### src/rtl/fb_write_arbiter.sv
// -----------------------------------------------------------------------------
// fb_write_arbiter
//
// Owns the single write port (port A) of the GPU framebuffer BRAM on the AXI
// clock domain. Two requesters share it:
//   * host pixel writes coming from the AXI slave write path
//   * a clear engine that sweeps every framebuffer word with CLEAR_VALUE,
//     started by a rising edge on the clear-framebuffer GPIO level
// While a sweep runs, the host and the sweep alternate so the CPU is never
// starved: after every host grant the next cycle belongs to the sweep.
//
// Optional feature (macro FB_ARB_PERF_EN):
//   defined     -> stall_cycles counts cycles with wr_req_valid && !wr_req_ready,
//                  saturating at 16'hFFFF, cleared by reset or a clear start
//   not defined -> stall_cycles is tied to 0
//
// Ports:
//   S_AXI_ACLK      in   clock
//   S_AXI_ARESETN   in   asynchronous active-low reset
//   clear_req       in   clear request level; rising edge starts a sweep
//   clear_busy      out  high while the sweep is in progress
//   clear_done      out  one-cycle pulse when the sweep completes
//   wr_req_valid    in   host write request
//   wr_req_ready    out  host write accepted when valid && ready
//   wr_req_addr     in   host word address
//   wr_req_data     in   host write data
//   wr_req_strb     in   host byte enables
//   err_oob         out  one-cycle pulse when an out-of-range host write is dropped
//   bram_en         out  BRAM port enable
//   bram_we         out  BRAM byte write enables
//   bram_addr       out  BRAM word address
//   bram_din        out  BRAM write data
//   stall_cycles    out  host stall counter
// -----------------------------------------------------------------------------
module fb_write_arbiter #(
    parameter int                    DATA_WIDTH  = 32,
    parameter int                    ADDR_WIDTH  = 17,
    parameter int                    FB_WORDS    = 76800,
    parameter logic [DATA_WIDTH-1:0] CLEAR_VALUE = '0
) (
    input  logic                      S_AXI_ACLK,
    input  logic                      S_AXI_ARESETN,
    input  logic                      clear_req,
    output logic                      clear_busy,
    output logic                      clear_done,
    input  logic                      wr_req_valid,
    output logic                      wr_req_ready,
    input  logic [ADDR_WIDTH-1:0]     wr_req_addr,
    input  logic [DATA_WIDTH-1:0]     wr_req_data,
    input  logic [DATA_WIDTH/8-1:0]   wr_req_strb,
    output logic                      err_oob,
    output logic                      bram_en,
    output logic [DATA_WIDTH/8-1:0]   bram_we,
    output logic [ADDR_WIDTH-1:0]     bram_addr,
    output logic [DATA_WIDTH-1:0]     bram_din,
    output logic [15:0]               stall_cycles
);

    localparam int STRB_W = DATA_WIDTH / 8;

    localparam logic [0:0] ST_IDLE  = 1'b0;
    localparam logic [0:0] ST_CLEAR = 1'b1;

    // One extra bit so FB_WORDS == 2**ADDR_WIDTH still compares correctly.
    localparam logic [ADDR_WIDTH:0]   FB_WORDS_X = (ADDR_WIDTH+1)'(FB_WORDS);
    localparam logic [ADDR_WIDTH-1:0] LAST_ADDR  = ADDR_WIDTH'(FB_WORDS - 1);

    logic [0:0]            state_q,     state_d;
    logic [ADDR_WIDTH-1:0] counter_q,   counter_d;
    logic                  host_last_q, host_last_d;
    logic                  clear_req_q;
    logic                  busy_q,      busy_d;
    logic                  done_q,      done_d;
    logic                  oob_q,       oob_d;
    logic                  en_q,        en_d;
    logic [STRB_W-1:0]     we_q,        we_d;
    logic [ADDR_WIDTH-1:0] addr_q,      addr_d;
    logic [DATA_WIDTH-1:0] din_q,       din_d;

    logic start;
    logic host_go;
    logic clear_go;
    logic addr_oob;
    logic clear_last;

    assign start      = clear_req && !clear_req_q;
    // Ready depends only on registered state, never on wr_req_valid.
    assign wr_req_ready = (state_q == ST_IDLE) || !host_last_q;
    assign host_go    = wr_req_valid && wr_req_ready;
    // The sweep takes every CLEAR slot the host does not use.
    assign clear_go   = (state_q == ST_CLEAR) && !host_go;
    assign addr_oob   = {1'b0, wr_req_addr} >= FB_WORDS_X;
    assign clear_last = (counter_q == LAST_ADDR);

    always_comb begin
        state_d     = state_q;
        counter_d   = counter_q;
        host_last_d = host_last_q;
        done_d      = 1'b0;
        oob_d       = 1'b0;
        en_d        = 1'b0;
        we_d        = '0;
        addr_d      = addr_q;
        din_d       = din_q;

        // Port A issue for this cycle's grant (registered, visible next cycle).
        if (host_go) begin
            addr_d = wr_req_addr;
            din_d  = wr_req_data;
            if (addr_oob) begin
                // Accepted so the AXI side completes, but never reaches BRAM.
                oob_d = 1'b1;
            end else begin
                en_d = 1'b1;
                we_d = wr_req_strb;
            end
        end else if (clear_go) begin
            en_d   = 1'b1;
            we_d   = '1;
            addr_d = counter_q;
            din_d  = CLEAR_VALUE;
        end

        case (state_q)
            ST_IDLE: begin
                host_last_d = 1'b0;
                if (start) begin
                    state_d   = ST_CLEAR;
                    counter_d = '0;
                end
            end
            default: begin
                host_last_d = host_go;
                if (start) begin
                    // Restart the sweep; the aborted pass never signals done.
                    counter_d = '0;
                end else if (clear_go) begin
                    if (clear_last) begin
                        state_d   = ST_IDLE;
                        counter_d = '0;
                        done_d    = 1'b1;
                    end else begin
                        counter_d = counter_q + ADDR_WIDTH'(1);
                    end
                end
            end
        endcase

        busy_d = (state_d == ST_CLEAR);
    end

    always_ff @(posedge S_AXI_ACLK or negedge S_AXI_ARESETN) begin
        if (!S_AXI_ARESETN) begin
            state_q     <= ST_IDLE;
            counter_q   <= '0;
            host_last_q <= 1'b0;
            clear_req_q <= 1'b0;
            busy_q      <= 1'b0;
            done_q      <= 1'b0;
            oob_q       <= 1'b0;
            en_q        <= 1'b0;
            we_q        <= '0;
            addr_q      <= '0;
            din_q       <= '0;
        end else begin
            state_q     <= state_d;
            counter_q   <= counter_d;
            host_last_q <= host_last_d;
            clear_req_q <= clear_req;
            busy_q      <= busy_d;
            done_q      <= done_d;
            oob_q       <= oob_d;
            en_q        <= en_d;
            we_q        <= we_d;
            addr_q      <= addr_d;
            din_q       <= din_d;
        end
    end

    assign clear_busy = busy_q;
    assign clear_done = done_q;
    assign err_oob    = oob_q;
    assign bram_en    = en_q;
    assign bram_we    = we_q;
    assign bram_addr  = addr_q;
    assign bram_din   = din_q;

`ifdef FB_ARB_PERF_EN
    logic [15:0] stall_q, stall_d;

    always_comb begin
        stall_d = stall_q;
        if (start) begin
            stall_d = 16'h0000;
        end else if (wr_req_valid && !wr_req_ready && (stall_q != 16'hFFFF)) begin
            stall_d = stall_q + 16'd1;
        end
    end

    always_ff @(posedge S_AXI_ACLK or negedge S_AXI_ARESETN) begin
        if (!S_AXI_ARESETN) begin
            stall_q <= 16'h0000;
        end else begin
            stall_q <= stall_d;
        end
    end

    assign stall_cycles = stall_q;
`else
    assign stall_cycles = 16'h0000;
`endif

endmodule
### config.mk
export PLATFORM = sky130hd
export DESIGN_NAME = fb_write_arbiter
export DESIGN_NICKNAME = d
export VERILOG_FILES = /design/src/rtl/fb_write_arbiter.sv
export SDC_FILE = /design/constraint.sdc
export NUM_CORES = 1
export LEC_CHECK = 0
export ABC_AREA = 0
export CORE_ASPECT_RATIO = 0.6
export CORE_MARGIN = 8
export CORE_UTILIZATION = 45
export DETAILED_ROUTE_END_ITERATION = 12
export PLACE_DENSITY = 0.82
export SYNTH_ARGS = -nofsm -noshare
export SYNTH_HDL_FRONTEND = slang
export SYNTH_SLANG_ARGS = --single-unit
### constraint.sdc
create_clock -name S_AXI_ACLK -period 2 [get_ports S_AXI_ACLK]
set_input_delay 0.4 -clock S_AXI_ACLK [delete_from_list [all_inputs] [get_ports S_AXI_ACLK]]
set_output_delay 0.4 -clock S_AXI_ACLK [all_outputs]
set_load 0.03 [all_outputs]
* Word level (Yosys, flattened, before mapping)
Index checks and enable logic that the tools add are counted.
Operators by class: add/subtract/negate cells 1, order comparisons 1, reductions and logical operators 11, bitwise operators 1, equal/unequal tests 1, mux-type cells 27
Operators by type and width (number):
- $mux W17 | 7
- $mux W32 | 2
- $add A17 B1 Y17 const B | 1
- $eq A17 B17 Y1 const B | 1
- $ge A17 B17 Y1 const B | 1
- $mux W1 | 15
- $mux W4 | 3
- $reduce_bool A2 Y1 | 3
- $logic_and A1 B1 Y1 | 3
- $logic_not A1 Y1 | 3
- $reduce_and A2 Y1 | 1
- $logic_or A1 B1 Y1 | 1
- $not A1 Y1 | 1
Storage, ports and cells: bits in registers 76, word-level logic and storage cells 52, output and inout port bits 74, bits of input ports 57

* Logic depth before layout (Yosys ltp)
Gate-level depths: netlist (run 1).
depth after elaboration 8, depth in mapped cells 7

* Worst setup path after synthesis (run 1)
OpenSTA, ideal clock, no wires.
kind register to register, start reg clear_busy (netlist name), end reg din_q[0], in the netlist bram_din[0], stages on the path, launching flop included 7, required time 1904 ps, clock period less this slack 1742 ps, slack 258 ps, path buffers 2, arrival time 1646 ps, path through dfrtp_1 > nand2_1 > and2_1 > clkbuf_1 > clkbuf_1 > nand2_1 > o31ai_1
RTL lines:
- end signal, assigned | RTL line 176 | din_q <= din_d;
- end, declared | RTL line 78 | logic [DATA_WIDTH-1:0] din_q, din_d;

* Worst setup path in the final report (run 1)
start reg counter_q[1], end reg counter_q[5]
On the way: word-level cells in the longest chain between the ends 5, elaborated cells on any way between the ends 6, classes of those cells add/sub (1); eq/ne (1); mux (4)
RTL lines:
- start, declared | RTL line 69 | logic [ADDR_WIDTH-1:0] counter_q, counter_d;
- start signal, assigned | RTL line 167 | counter_q <= counter_d;
- $add A17 B1 Y17 or $eq A17 B17 Y1 (tied branches) | RTL line 143, 93
- $mux W17 * | RTL line 138 | if (clear_last) begin
- $mux W17 * | RTL line 137 | end else if (clear_go) begin
- $mux W17 * | RTL line 134 | if (start) begin
- $mux W17 * | RTL line 124 | case (state_q)
Every way passes the cells marked *; elsewhere a longest branch is shown, timed or not. The select of a mux whose other input is x is not followed. A chain may end at the register's enable or synchronous reset.

==> impl_metrics.tcl, run 1 <==
set metrics [dict create \
    area_growth_pct 44.24 \
    cp_common_cell "a31oi_1" \
    arrival_ns 2.03 \
    worstSetupStartpoint "counter_q[1]" \
    r2r_start "counter_q[1]" \
    cp_top_family "flip-flops" \
    drc 0 \
    finalNetCount 552 \
    grt.overflow.total 0 \
    async_flop_share_pct 100.0 \
    ff2ff_setup_slack_ns 0.19 \
    postPlaceCellArea_um2 4820 \
    avgSynthCellArea_um2 9.502 \
    hold_viol 0 \
    core-area_um2 7789 \
    synth-seq-cells 76 \
    reg2reg_to "counter_q[5]" \
    period_share_pct 90.52 \
    min_period_ns 1.810 \
    leakage_nw 2.356 \
    fin_area_um2 5140 \
    crit_chain "ha_1 -> nand4_1 -> nor2_2 -> a31oi_1 -> buf_4 -> a31oi_1 -> o31ai_1" \
    max_cap_viol_count 0 \
    antenna_found_initial 0 \
    ys.flop_type "dfrtp_1" \
    fillerInstances 626 \
    syn-cell-area_um2 3563 \
    clk_pin_slew_ns 0.06 \
    crit_buf_inv 1 \
    vias 3132 \
    worstPathMaxFanout 12 \
    setup_ws_ns 0.1896 \
    p_per_area_nw_per_um2 827.4 \
    pre_cts_ws_ns 0.06495 \
    tightest_slew_ns 0.5162 \
    grt_max_degree 67 \
    first_iter_violations 278 \
    cp-endpoint "counter_q[5]" \
    antenna_left 0 \
    clk_latency_ns 0.34 \
    slew_headroom_pct 65.59 \
    fmax_mhz 552.4 \
    grt_pass1_wl_um 16010 \
    slowest_stage "dfrtp_1" \
    cp.required_ns 2.22 \
    cts_tree "yes" \
    first_pass_iters 4 \
    yosys.area.top_type "dfrtp_1" \
    synth_most_common_cell "dfrtp_1" \
    setup_viol 0 \
    critical_path_class "reg2reg" \
    reg2reg_depth 7 \
    slowest_delay_ns 0.43 \
    grt_pass1_vias 3140 \
    wl_um 10170 \
    critical_path_depth 7 \
    critPathLaunchType "register" \
    cts_sinks 76 \
    power.total_mw 4.253 \
    die_y_um 84.93 \
    dieWidth_um 130.9 \
    syn_inst 375 \
    synth_edf_count 0 \
    place_congestion 0.8195 \
    cts_made_buffers 9 \
    cts_buffer_depth 2 \
    rsz0062_at_grt "false" \
    cts_max_level 3 \
    drive_gt1_share_pct 8.617 \
    groute.usage.overall_pct 18.56 \
    ys_seq_area_share_pct 53.37 \
    yosys_warnings 0 \
    hpwlAfterDp_um 7433 \
    skew_ns 0.006341 \
    io_pins 131 \
    holdWs_ns 0.003429 \
    fp-row-count 25 \
    portBuffers 114 \
    cts_root_buf "clkbuf_16" \
    diodes 0 \
    min_path_type "in2async" \
    end_kind "register" \
    synth_top_area_share_pct 53.37 \
    initial_utilization_pct 45.75 \
    slew_violations 0 \
    routedWlPerCell_um 16.75 \
    synth_commonest_cells "76 x dfrtp_1, 71 x nand2_1, 35 x o31ai_1" \
    peakVddDrop_uv 383.4 \
    status "finished, final reports clean" \
    synth_area_leaders "dfrtp_1 53%, nand2_1 7.5%, o31ai_1 7.4%, mux2i_1 5.1%, inv_1 3.5%" \
    fin_tns_setup_ns 0 \
    yosysUniqueCellTypes 38 \
    vias_per_cell 5.160 \
    dieArea_um2 11120 \
]
-- cell type report --
cell class	count	area, µm²	share of cell area (%)
Clock buffer	10	229.0	4.455
Clock inverter	6	88.84	1.728
Inverter	33	123.9	2.410
Multi-Input combinational cell	244	1389	27.02
Sequential cell	76	1903	37.03
Tap cell	108	135.1	2.629
Timing Repair Buffer	130	1271	24.73
-- how the worst min path moves through the flow --
| stage | from | end | slack, ns | depth (start not counted) |
|---|---|---|---|---|
| floorplan | S_AXI_ARESETN | bram_addr[0] | 0.10 | 0 |
| global placement | S_AXI_ARESETN | bram_addr[14] | 0.38 | 1 |
| detailed placement | S_AXI_ARESETN | bram_addr[12] | 0.38 | 1 |
| CTS | S_AXI_ARESETN | bram_addr[12] | 0.02 | 1 |
| global route | S_AXI_ARESETN | bram_addr[14] | 0.04 | 1 |
| finish | S_AXI_ARESETN | bram_addr[14] | 0.003 | 1 |
-- routing by layer --
metal  global-route usage (%)  vias to the layer above  wire length [µm]
met1                    23.58                     1493              4502
met5                        0                        -                 0
met3                    8.260                       21              1110
met2                    27.20                      142              4385
met4                    6.839                        0               171
li1                         -                     1476                 -
-- registers in the layout, indices dropped and copies added, names as in the netlist --
signal,flops
bram_addr,17
bram_din,32
bram_en,1
bram_we,4
clear_busy,1
clear_done,1
clear_req_q,1
counter_q,17
err_oob,1
host_last_q,1
-- placed cells by master, fill, tap and decap left out, types with 2 or more instances in the layout --
cell type        count
and2_1               2
and3_1               5
nand4_1              6
a31oi_1              2
nor2_1              15
or3_1                4
clkinvlp_4           2
o21ai_0             19
o31ai_1             35
dfrtp_1             75
buf_4               17
mux2i_1             18
a21oi_1              6
nand2_1             71
inv_1               33
bufinv_16            2
clkdlybuf4s50_1    111
conb_1              16
nor3_1               3
xor2_1               3
nor2b_1              2
clkbuf_16            9
nand3_1             19
-- cells by family after synthesis --
family | Yosys count | share of synthesized area [%]
buffers and inverters | 70 | 9.270
adders and majority gates | 1 | 0.3511
DFF | 76 | 53.37
muxes | 18 | 5.056
xor gates and xnor gates | 3 | 0.7375
other | 1 | 0.1052
AOI/OAI and AO/OA | 67 | 12.32
and+or+nand+nor | 139 | 18.79
-- where the power goes --
group / total, mW / switching (mW) / internal (mW)
registers: 1.74 / 0.0942 / 1.65
clock network: 1.73 / 0.641 / 1.09
logic: 0.781 / 0.449 / 0.331
total: 4.25 / 1.18 / 3.07
-- repair_timing --
action | 4_1_cts | 5_1_grt
setup buffers | 0 | 0
resized for setup | 0 | 1
endpoints found under the setup margin | 0 | 1
hold buffers | 0 | 0
-- stage by stage --
stage          cells  utilization, %
3_5_place_dp     591           61.88
6_report         607           65.99
2_1_floorplan    390               -
3_3_place_gp     591           61.88
5_1_grt          607           65.99
4_1_cts          607           65.96
Power figures use the tool's default switching activity.
==> run 2, diff against run 1 <==
Settings changed: CORE_UTILIZATION 45 to 39, PLACE_DENSITY 0.82 to 0.73.
==> impl_metrics.tcl, run 2 (synthesized netlist as in run 1, its figures left out) <==
set metrics [dict create \
    portBuffers 114 \
    post_cts_buffers 0 \
    first_pass_iters 5 \
    critPathLaunchType "register" \
    cts_max_level 3 \
    fp-row-count 27 \
    diodes 0 \
    slew_headroom_pct 59.31 \
    antenna_found_initial 0 \
    vias_per_cell 4.906 \
    layout_commonest_cell "clkdlybuf4s50_1" \
    area_growth_pct 45.19 \
    cp_top_family "flip-flops" \
    final_cell_mix "111 x clkdlybuf4s50_1, 75 x dfrtp_1, 71 x nand2_1" \
    antenna_left 0 \
    peakVddDrop_uv 406.8 \
    hold_viol 0 \
    clk_pin_slew_ns 0.06 \
    arrival_ns 2.06 \
    reg2reg_depth 7 \
    rsz0062_at_grt "false" \
    cts_root_buf "clkbuf_16" \
    leakage_nw 2.365 \
    initial_utilization_pct 39.51 \
    skew_ns 0.007165 \
    core-area_um2 9020 \
    multi_input_area_um2 1393 \
    crit_chain "ha_1 -> nand4_1 -> nor2_2 -> a31oi_1 -> buf_4 -> a31oi_1 -> o31ai_1" \
    place_inst 601 \
    finalNetCount 554 \
    slew_violations 0 \
    fmax_mhz 540.9 \
    place_congestion 0.8030 \
    cts_resized 0 \
    p_per_area_nw_per_um2 797.6 \
    worstPathMaxFanout 12 \
    drive_gt1_share_pct 9.581 \
    dieArea_um2 12550 \
    slowest_delay_ns 0.44 \
    grt.overflow.total 0 \
    min_path_type "in2async" \
    die_y_um 90.04 \
    status "finished, final reports clean" \
    cp_common_cell "a31oi_1" \
    pre_cts_ws_ns -0.2067 \
    setup_ws_ns 0.1512 \
    groute.usage.overall_pct 15.99 \
    grt_pass1_wl_um 16220 \
    clk_latency_ns 0.34 \
    end_kind "register" \
    critical_path_depth 7 \
    postPlaceCellArea_um2 4867 \
    max_cap_viol_count 0 \
    register_area_um2 1903 \
    period_share_pct 92.44 \
    largest_reg_flops 32 \
    crit_buf_inv 1 \
    critical_path_class "reg2reg" \
    grt_pass1_vias 2979 \
    hpwlAfterDp_um 7408 \
    cp.required_ns 2.21 \
    power.total_mw 4.127 \
    routedWlPerCell_um 15.98 \
    drc 0 \
    slowest_stage "dfrtp_1" \
    fin_cells 617 \
    cts_sinks 76 \
    cts_made_buffers 9 \
    holdWs_ns 0.01293 \
    cts_buffer_depth 2 \
    wl_um 9862 \
    io_pins 131 \
    tightest_slew_ns 0.6103 \
    grt_max_degree 38 \
    fillerInstances 794 \
    fin_area_um2 5174 \
    setup_viol 0 \
    min_period_ns 1.849 \
    dieWidth_um 139.4 \
    first_iter_violations 224 \
    cts_tree "yes" \
    vias 3027 \
    cts_hold_buffers 0 \
]
## run 2: cell count changes in the layout (fill, tap and decap cells not counted), sizes merged
cell          change
buf               +3
bufinv            -1
dlymetal6s2s      -1
clkinv            +1
## run 2: layer usage
layer | share of wire (%) | vias up | wire (µm) | track usage [%]
li1 | - | 1484 | - | -
met1 | 50 | 1428 | 4905 | 21.83
met2 | 41 | 107 | 4031 | 22.12
met3 | 8.6 | 8 | 850 | 8.338
met4 | 0.75 | 0 | 74 | 2.634
met5 | 0 | - | 0 | 0
## run 2: where the power goes
| part | switching (mW) | internal, mW |
|---|---|---|
| sequential | 0.0920 | 1.65 |
| combinational | 0.443 | 0.337 |
| clock | 0.613 | 0.996 |
| total | 1.15 | 2.98 |
## run 2: worst register-to-register path, delay by kind of cell (launching register included)
kind	cells	cell delay (ns)
AO/OA/AOI/OAI	3	0.39
adder cells (fa/ha/maj)	1	0.28
buffers and inverters	1	0.20
flip-flops	1	0.44
AND/OR/NAND/NOR	2	0.42
## run 2: path summary, 6_finish.rpt
kind	startpoint	endpoint	slack, ns
max in group asynchronous	S_AXI_ARESETN	bram_din[19]	1.42
worst min-delay path	S_AXI_ARESETN	bram_addr[1]	0.01
min in group S_AXI_ACLK	bram_din[12]	bram_din[12]	0.51
worst min register to register	bram_din[12]	bram_din[12]	0.51
worst max register to register	counter_q[1]	counter_q[5]	0.15
worst max-delay path	counter_q[1]	counter_q[5]	0.15
## run 2: layout make-up
cell class	count	area share, %
Multi-Input combinational cell	244	26.92
Timing Repair Buffer	132	25.25
Inverter	33	2.394
Clock inverter	6	1.233
Sequential cell	76	36.78
Tap cell	116	2.805
Clock buffer	10	4.619
## run 2: stage by stage
step,TNS [ns],util (%)
after CTS,0,57.32
after detailed placement,-1.774,53.96
final,0,57.36
after global routing,0,57.36
after global placement,-0.7421,53.96
after floorplan,0,-
==> run 3, diff against run 2 <==
--- a/config.mk
+++ b/config.mk
@@ -13,2 +13,3 @@
 export PLACE_DENSITY = 0.73
+export SLEW_MARGIN = 10
 export SYNTH_ARGS = -nofsm -noshare
==> constraint.sdc (replaced) <==
create_clock -name S_AXI_ACLK -period 2 [get_ports S_AXI_ACLK]
set_input_delay 0.3 -clock S_AXI_ACLK [delete_from_list [all_inputs] [get_ports S_AXI_ACLK]]
set_output_delay 0.3 -clock S_AXI_ACLK [all_outputs]
set_load 0.03 [all_outputs]
==> impl_metrics.tcl, run 3 (synthesized netlist as in run 1, its figures left out) <==
set metrics [dict create \
    first_iter_violations 225 \
    initial_utilization_pct 39.51 \
    fmax_mhz 523.9 \
    dieWidth_um 139.4 \
    critPathLaunchType "register" \
    setup_viol 0 \
    finalNetCount 555 \
    first_pass_iters 5 \
    drt-met1-wl_um 4899 \
    critical_path_class "reg2out" \
    holdWs_ns -0.02195 \
    cts_made_buffers 9 \
    cts_tree "yes" \
    antenna_left 0 \
    status "finished with violations" \
    diodes 0 \
    p_per_area_nw_per_um2 801.0 \
    crit_chain "nand2_1 -> clkdlybuf4s50_1" \
    hold_viol 42 \
    min_path_type "in2async" \
    slew_violations 0 \
    area_growth_pct 45.22 \
    antenna_found_initial 0 \
    dieArea_um2 12550 \
    postPlaceCellArea_um2 4867 \
    end_kind "output pin" \
    clk_pin_slew_ns 0.06 \
    grt.overflow.total 0 \
    arrival_ns 1.61 \
    groute.usage.overall_pct 16.49 \
    wl_um 10130 \
    min_period_ns 1.909 \
    grt_pass1_vias 3158 \
    cts_root_buf "clkbuf_16" \
    max_cap_viol_count 0 \
    routedWlPerCell_um 16.39 \
    largest_reg_flops 32 \
    period_share_pct 95.44 \
    slowest_delay_ns 0.70 \
    reg2reg_to "counter_q[16]" \
    cp.required_ns 1.70 \
    worstPathMaxFanout 6 \
    leakage_nw 2.368 \
    highest_layer "met4" \
    dr_wl_met2_um 4259 \
    failed_checks "negative hold slack" \
    fp-row-count 27 \
    cts_max_level 3 \
    met3_length_um 877 \
    drc 0 \
    slew_headroom_pct 36.48 \
    fin_area_um2 5175 \
    final_cell_mix "113 x clkdlybuf4s50_1, 75 x dfrtp_1, 71 x nand2_1" \
    tightest_slew_ns 0.9529 \
    place_congestion 0.8270 \
    grt_max_degree 49 \
    reg2reg_depth 6 \
    cts_hold_buffers 0 \
    drive_gt1_share_pct 9.163 \
    slowest_stage "clkdlybuf4s50_1" \
    rsz0062_at_grt "false" \
    cts_buffer_depth 2 \
    skew_ns 0.004129 \
    ff2ff_setup_slack_ns 0.16 \
    clk_latency_ns 0.34 \
    post_cts_buffers 0 \
    cts_sinks 76 \
    peakVddDrop_uv 443.8 \
    vias_per_cell 4.974 \
    layout_commonest_cell "clkdlybuf4s50_1" \
    r2r_start "counter_q[1]" \
    die_y_um 90.04 \
    core-area_um2 9020 \
    vias 3074 \
    io_pins 131 \
    hpwlAfterDp_um 7424 \
    grt_pass1_wl_um 16800 \
    portBuffers 114 \
]
run 3: changes by cell type in the layout (fill, tap and decap cells not counted), sizes merged:
cell / change
clkbuf: -1
clkinvlp: -1
clkdlybuf4s50: +2
clkinv: +2
buf: -1
run 3: how the worst max path moves through the flow:
| stage | end | slack (ns) | startpoint |
|---|---|---|---|
| finish | wr_req_ready | 0.09 | clear_busy |
| global route | counter_q[5] | 0.002 | counter_q[0] |
| CTS | wr_req_ready | 0.08 | clear_busy |
| detailed placement | counter_q[5] | -0.09 | clear_req |
| global placement | counter_q[5] | -0.05 | wr_req_valid |
| floorplan | bram_din[0] | 0.26 | clear_busy |
run 3: report_power, final:
part | total, mW | internal (mW) | switching (mW)
clock network | 1.63 | 0.971 | 0.656
logic | 0.783 | 0.334 | 0.449
registers | 1.74 | 1.65 | 0.0899
total | 4.15 | 2.95 | 1.19
run 3: critical path, delay by kind of cell, from the launching register on:
kind | cells | cell delay (ns)
buffers and inverters | 1 | 0.70
and+or+nand+nor | 1 | 0.13
DFF | 1 | 0.44
run 3: what timing repair did:
item,CTS,global route
setup endpoints to repair,0,1
endpoints found under the hold margin,0,0
gates resized for setup,0,1
run 3: area by class of cell:
type,instances,area [µm²]
Clock inverter,7,77.57
Timing Repair Buffer,133,1306
Fill cell,796,3845
Multi-Input combinational cell,244,1394
Inverter,33,123.9
Clock buffer,9,225.2
Tap cell,116,145.1
Sequential cell,76,1903
run 3: per-layer routing:
layer  vias up  global-route usage (%)
met1      1463                   22.25
met4         0                   4.087
met2       120                   23.38
met3        11                   7.546
met5         -                       0
li1       1480                       -
run 3: per-stage QoR:
stage	total power, mW	setup TNS (ns)	utilization (%)	setup WS (ns)	cells
2_1_floorplan	2.158	0	-	0.2583	390
3_3_place_gp	2.531	-0.05153	53.96	-0.05123	602
3_5_place_dp	2.548	-0.3706	53.96	-0.09299	602
4_1_cts	4.191	0	57.32	0.07584	618
5_1_grt	4.340	0	57.37	0.001512	618
6_report	4.145	0	57.37	0.09116	618
